## config.mk

```make
export PLATFORM = sky130hd
export DESIGN_NAME = dl_regfile_2r1w
export DESIGN_NICKNAME = d
export VERILOG_FILES = /design/src/rtl/dl_pkg.sv /design/src/rtl/dl_mux32.sv /design/src/rtl/dl_regfile_2r1w.sv
export SDC_FILE = /design/constraint.sdc
export NUM_CORES = 2
export LEC_CHECK = 0
export BUFFER_PORTS_ARGS = -buffer_cell sky130_fd_sc_hd__buf_2
export CAP_MARGIN = 20
export CELL_PAD_IN_SITES_DETAIL_PLACEMENT = 1
export CELL_PAD_IN_SITES_GLOBAL_PLACEMENT = 1
export CORE_MARGIN = 1
export CORE_UTILIZATION = 45
export DETAILED_ROUTE_END_ITERATION = 10
export PLACE_DENSITY = 0.79
export SYNTH_ARGS = -nofsm -noshare
export SYNTH_HDL_FRONTEND = slang
export SYNTH_HIERARCHICAL = 1
export SYNTH_SLANG_ARGS = --single-unit
export TNS_END_PERCENT = 30
```

## constraint.sdc

```tcl
create_clock -name clk -period 2.6 [get_ports clk]
set_clock_uncertainty 0.1 [all_clocks]
set_input_delay 0.52 -clock clk [delete_from_list [all_inputs] [get_ports clk]]
set_output_delay 0.52 -clock clk [all_outputs]
set_load 0.02 [all_outputs]
```

## src/rtl/dl_pkg.sv

```systemverilog
// Shared register-file definitions: index width, register count and index type.
package dl_pkg;

    localparam int REG_IDX_W = 5;
    localparam int NUM_REGS  = 32;

    typedef logic [REG_IDX_W-1:0] reg_idx_t;

endpackage

```

## src/rtl/dl_mux32.sv

```systemverilog
// 32:1 word selector used by each register-file read port.
module dl_mux32
    import dl_pkg::*;
#(
    parameter int W = 32
) (
    input  logic [NUM_REGS-1:0][W-1:0] i_data,
    input  reg_idx_t                   i_sel,
    output logic [W-1:0]               o_data
);

    // Every 5-bit select value maps to a real input, so the output is never X.
    assign o_data = i_data[i_sel];

endmodule

```

## src/rtl/dl_regfile_2r1w.sv

```systemverilog
// 32-entry, 2-read/1-write integer register file with a per-entry pending
// (scoreboard) bit. Entry 0 reads as zero and is never pending.
module dl_regfile_2r1w
    import dl_pkg::*;
#(
    parameter int                  NUM_BITS  = 32,
    parameter bit                  BYPASS    = 1'b1,
    parameter logic [NUM_BITS-1:0] RESET_VAL = '0
) (
    input  logic                clk,
    input  logic                rst_n,
    input  logic                wr_en,
    input  reg_idx_t            wr_addr,
    input  logic [NUM_BITS-1:0] wr_data,
    input  logic                rsv_en,
    input  reg_idx_t            rsv_addr,
    input  reg_idx_t            rd0_addr,
    output logic [NUM_BITS-1:0] rd0_data,
    output logic                rd0_pend,
    input  reg_idx_t            rd1_addr,
    output logic [NUM_BITS-1:0] rd1_data,
    output logic                rd1_pend
);

    logic [NUM_BITS-1:0] r_mem [1:NUM_REGS-1];
    logic [NUM_REGS-1:1] r_pend;

    logic [NUM_REGS-1:0][NUM_BITS-1:0] w_mem_flat;
    logic [NUM_REGS-1:0]               w_pend_flat;
    logic [NUM_BITS-1:0]               w_rd0_stored;
    logic [NUM_BITS-1:0]               w_rd1_stored;
    logic                              w_wr_live;
    logic                              w_rsv_live;
    logic                              w_byp0;
    logic                              w_byp1;

    // Writes and reservations to x0 are dropped here so storage never holds entry 0.
    assign w_wr_live  = wr_en  && (wr_addr  != '0);
    assign w_rsv_live = rsv_en && (rsv_addr != '0);

    // Storage and scoreboard update; a reserve is applied after the write so a
    // same-index write+reserve leaves the entry pending for the new producer.
    always_ff @(posedge clk or negedge rst_n) begin
        if (!rst_n) begin
            for (int i = 1; i < NUM_REGS; i++) begin
                r_mem[i] <= RESET_VAL;
            end
            r_pend <= '0;
        end else begin
            if (w_wr_live) begin
                r_mem[wr_addr]  <= wr_data;
                r_pend[wr_addr] <= 1'b0;
            end
            if (w_rsv_live) begin
                r_pend[rsv_addr] <= 1'b1;
            end
        end
    end

    // Present all 32 entries to the selectors with entry 0 tied to zero.
    always_comb begin
        w_mem_flat[0] = '0;
        for (int i = 1; i < NUM_REGS; i++) begin
            w_mem_flat[i] = r_mem[i];
        end
    end

    assign w_pend_flat = {r_pend, 1'b0};

    dl_mux32 #(.W(NUM_BITS)) u_mux_rd0 (
        .i_data (w_mem_flat),
        .i_sel  (rd0_addr),
        .o_data (w_rd0_stored)
    );

    dl_mux32 #(.W(NUM_BITS)) u_mux_rd1 (
        .i_data (w_mem_flat),
        .i_sel  (rd1_addr),
        .o_data (w_rd1_stored)
    );

    // Forward the in-flight write to a matching read port; the write clears the
    // pending bit, so a forwarded read is never pending even if a reserve is
    // issued to the same index in this cycle.
    assign w_byp0 = BYPASS && w_wr_live && (wr_addr == rd0_addr);
    assign w_byp1 = BYPASS && w_wr_live && (wr_addr == rd1_addr);

    assign rd0_data = w_byp0 ? wr_data : w_rd0_stored;
    assign rd0_pend = w_byp0 ? 1'b0    : w_pend_flat[rd0_addr];
    assign rd1_data = w_byp1 ? wr_data : w_rd1_stored;
    assign rd1_pend = w_byp1 ? 1'b0    : w_pend_flat[rd1_addr];

endmodule

```

==> results.json <==
{
  "antenna_found_initial": 10,
  "cts_htree_levels": 3,
  "clockBufferDepth": 3,
  "outcome": "finished, violations left",
  "path_clk_slew_ns": 0.07,
  "synth.area.top_cells": "dfrtp_1 44%, mux2_2 20%, mux2i_1 18%",
  "maxCapViolations": 0,
  "stdcell_area_mm2": 0.0704,
  "ys.flop_type": "dfrtp_1",
  "grt_pass1_wl_mm": 332,
  "post-synth-top-count-cell": "mux2i_1",
  "die_area_mm2": 0.130,
  "cp_max_fo": 3,
  "critPathCaptureType": "output pin",
  "postSynthCellCount": 4805,
  "io_pins": 122,
  "arrival_ns": 2.72,
  "die_x_um": 360,
  "cp.required_ns": 1.98,
  "drt_wl_total_mm": 231,
  "gp_congestion": 0.852,
  "drt-initial-drc-count": 4640,
  "ant_nets": 0,
  "reg2reg_to": "r_pend[20]",
  "slew_violations": 0,
  "post-route-min-period_ns": 3.34,
  "p_per_area_mw_per_mm2": 715,
  "yosysWarnings": 6,
  "p_int_mw": 34.4,
  "cts_tree": "done",
  "stdcell_count": 6988,
  "nets": 5288,
  "synth_top_cells_by_count": "1032 x mux2i_1, 1028 x mux2_2, 1023 x dfrtp_1",
  "path_class": "reg2out",
  "r2r_cells": 3,
  "start_kind": "register",
  "first_pass_iters": 6,
  "start_util": 0.453,
  "hold_start": "wr_data[4]",
  "max-vdd-ir-drop_mv": 0.592,
  "fillers": 12716,
  "slew_headroom": 0.434,
  "synth_edf_count": 0,
  "net-switching-power_mw": 15.9,
  "setup_tns_ns": -33.22,
  "ys_types": 48,
  "worst_pin_slew_ns": 0.847,
  "finalCritPeriodShare": 1.28,
  "clock_latency_ns": 0.76,
  "hold_viol": 0,
  "rows": 131,
  "finalPower_mw": 50.3,
  "root_buffer": "clkbuf_16",
  "pre_cts_ws_ns": -0.668,
  "p_leak_nw": 33.3,
  "viasPerCell": 6.62,
  "clockPowerShare": 0.328,
  "hold_class": "in2reg",
  "place_area_mm2": 0.0645,
  "place_hpwl_mm": 135,
  "grt_max_degree": 95,
  "swShare": 0.316,
  "post-route-drc-count": 0,
  "r2r_start": "r_pend[20]",
  "syn_area_mm2": 0.0578,
  "vias": 46247,
  "seqPwrFrac": 0.436,
  "cts_num_sinks": 1023,
  "coreArea_mm2": 0.128,
  "track_usage": 0.337,
  "combPwrFrac": 0.236,
  "fmax_mhz": 300,
  "drive_above_1_share": 0.390,
  "ys_ff_latch": 1023,
  "die_y_um": 360,
  "grt_pass1_vias": 49354,
  "whs_path_depth": 2,
  "layout_setup_ws_ns": -0.736,
  "post-synth-top-area-cell": "dfrtp_1",
  "syn2layout_area_growth_pct": 21.7,
  "fin_hold_ws_ns": 0.0462,
  "r2r_slack_ns": 1.24,
  "wire_per_inst_um": 33.1,
  "rsz0062_at_grt": "true",
  "worstHoldEndpoint": "r_mem[676]",
  "violations": "setup timing",
  "cts-buffers-inserted": 111,
  "ys_seq_area_frac": 0.443,
  "portBuffers": 121,
  "final_core_util": 0.552,
  "setup_viol": 66,
  "synth_top_area_frac": 0.443,
  "avgSynthCellArea_um2": 12.0,
  "overflow": 0,
  "synthArstFlopShare": 1.00,
  "dpl.cell_count": 6700
}
[area by class of cell]
cell class,count,area (µm²),share of cell area
clock inverter,30,328,0.00466
timing repair buffer,717,8220,0.117
antenna,6,15.0,0.000213
clock buffer,171,3370,0.0478
sequential,1023,25600,0.364
multi-input combinational,3366,30700,0.436
tap,1662,2080,0.0295
inverter,13,48.8,0.000693
[layer usage]
metal	GRT usage	up-vias	share of wire
li1	-	18601	-
met1	0.420	24271	0.39
met2	0.545	2463	0.47
met3	0.0664	906	0.077
met4	0.196	6	0.070
met5	0	-	0.00011
[critical path: stages (launching register included)]
cell	delay, ns
dfrtp_1	0.45
mux2i_1	0.29
a22o_1	0.24
nor3_1	0.07
a31oi_2	0.24
nand3_2	0.19
mux2_4	0.32
buf_6	0.13
[placed cells by master, fill, tap and decap left out, drive strengths merged, types with 5 or more instances in the layout]
cell type	n
mux4	12
inv	18
o21ai	22
mux2	1058
a31oi	64
nor2b	17
a22oi	192
nand3	202
nor2	17
bufbuf	9
nor3	74
buf	702
or2	5
xnor2	6
a21oi	192
nand2	217
conb	64
nand2b	7
a22o	139
clkbuf	173
diode	6
mux2i	1032
dfrtp	1023
o22ai	6
clkinv	18
[cell families (layout without fill, tap and decap cells)]
family | after synthesis | in the layout | synth area share
compound gates | 623 | 623 | 0.0736
xor+xnor | 10 | 10 | 0.00152
buf+inv | 480 | 931 | 0.0448
flops | 1023 | 1023 | 0.443
mux | 2102 | 2102 | 0.390
other cells | 1 | 70 | 0.0000649
simple gates | 566 | 567 | 0.0475
[repair_timing]
item,CTS,global route
gates cloned,14,3
pin swaps,76,81
hold buffers,4,0
gates resized for setup,180,92
buffers inserted,39,24
hold endpoints to repair,230,0
endpoints found under the setup margin,66,66
[flip-flops by register name (all words and copies together), names as in the netlist]
signal	count
r_pend	31
r_mem	992
[power by group through the flow]
stage / combinational, mW / sequential, mW / clock, mW
after floorplan: 7.37 / 21.0 / 0
after global placement: 10.0 / 21.5 / 0
after detailed placement: 10.6 / 21.8 / 0
after CTS: 11.2 / 21.7 / 16.4
after global routing: 12.5 / 22.2 / 17.2
final: 11.9 / 21.9 / 16.5
[how the worst max path moves through the flow]
stage                           start          end  slack (ns)  cells past startpoint
final                      r_mem[769]  rd0_data[1]       -0.74                      7
after global routing       r_mem[769]  rd0_data[1]       -0.66                      7
after CTS                  r_mem[769]  rd0_data[1]       -0.57                      7
after detailed placement  rd0_addr[2]  rd0_data[4]       -0.67                      9
after global placement    rd0_addr[2]  rd0_data[4]       -0.61                      9
after floorplan           rd0_addr[0]  rd0_data[0]       -0.06                      6
Note: power is estimated with default switching activity, not from simulation.
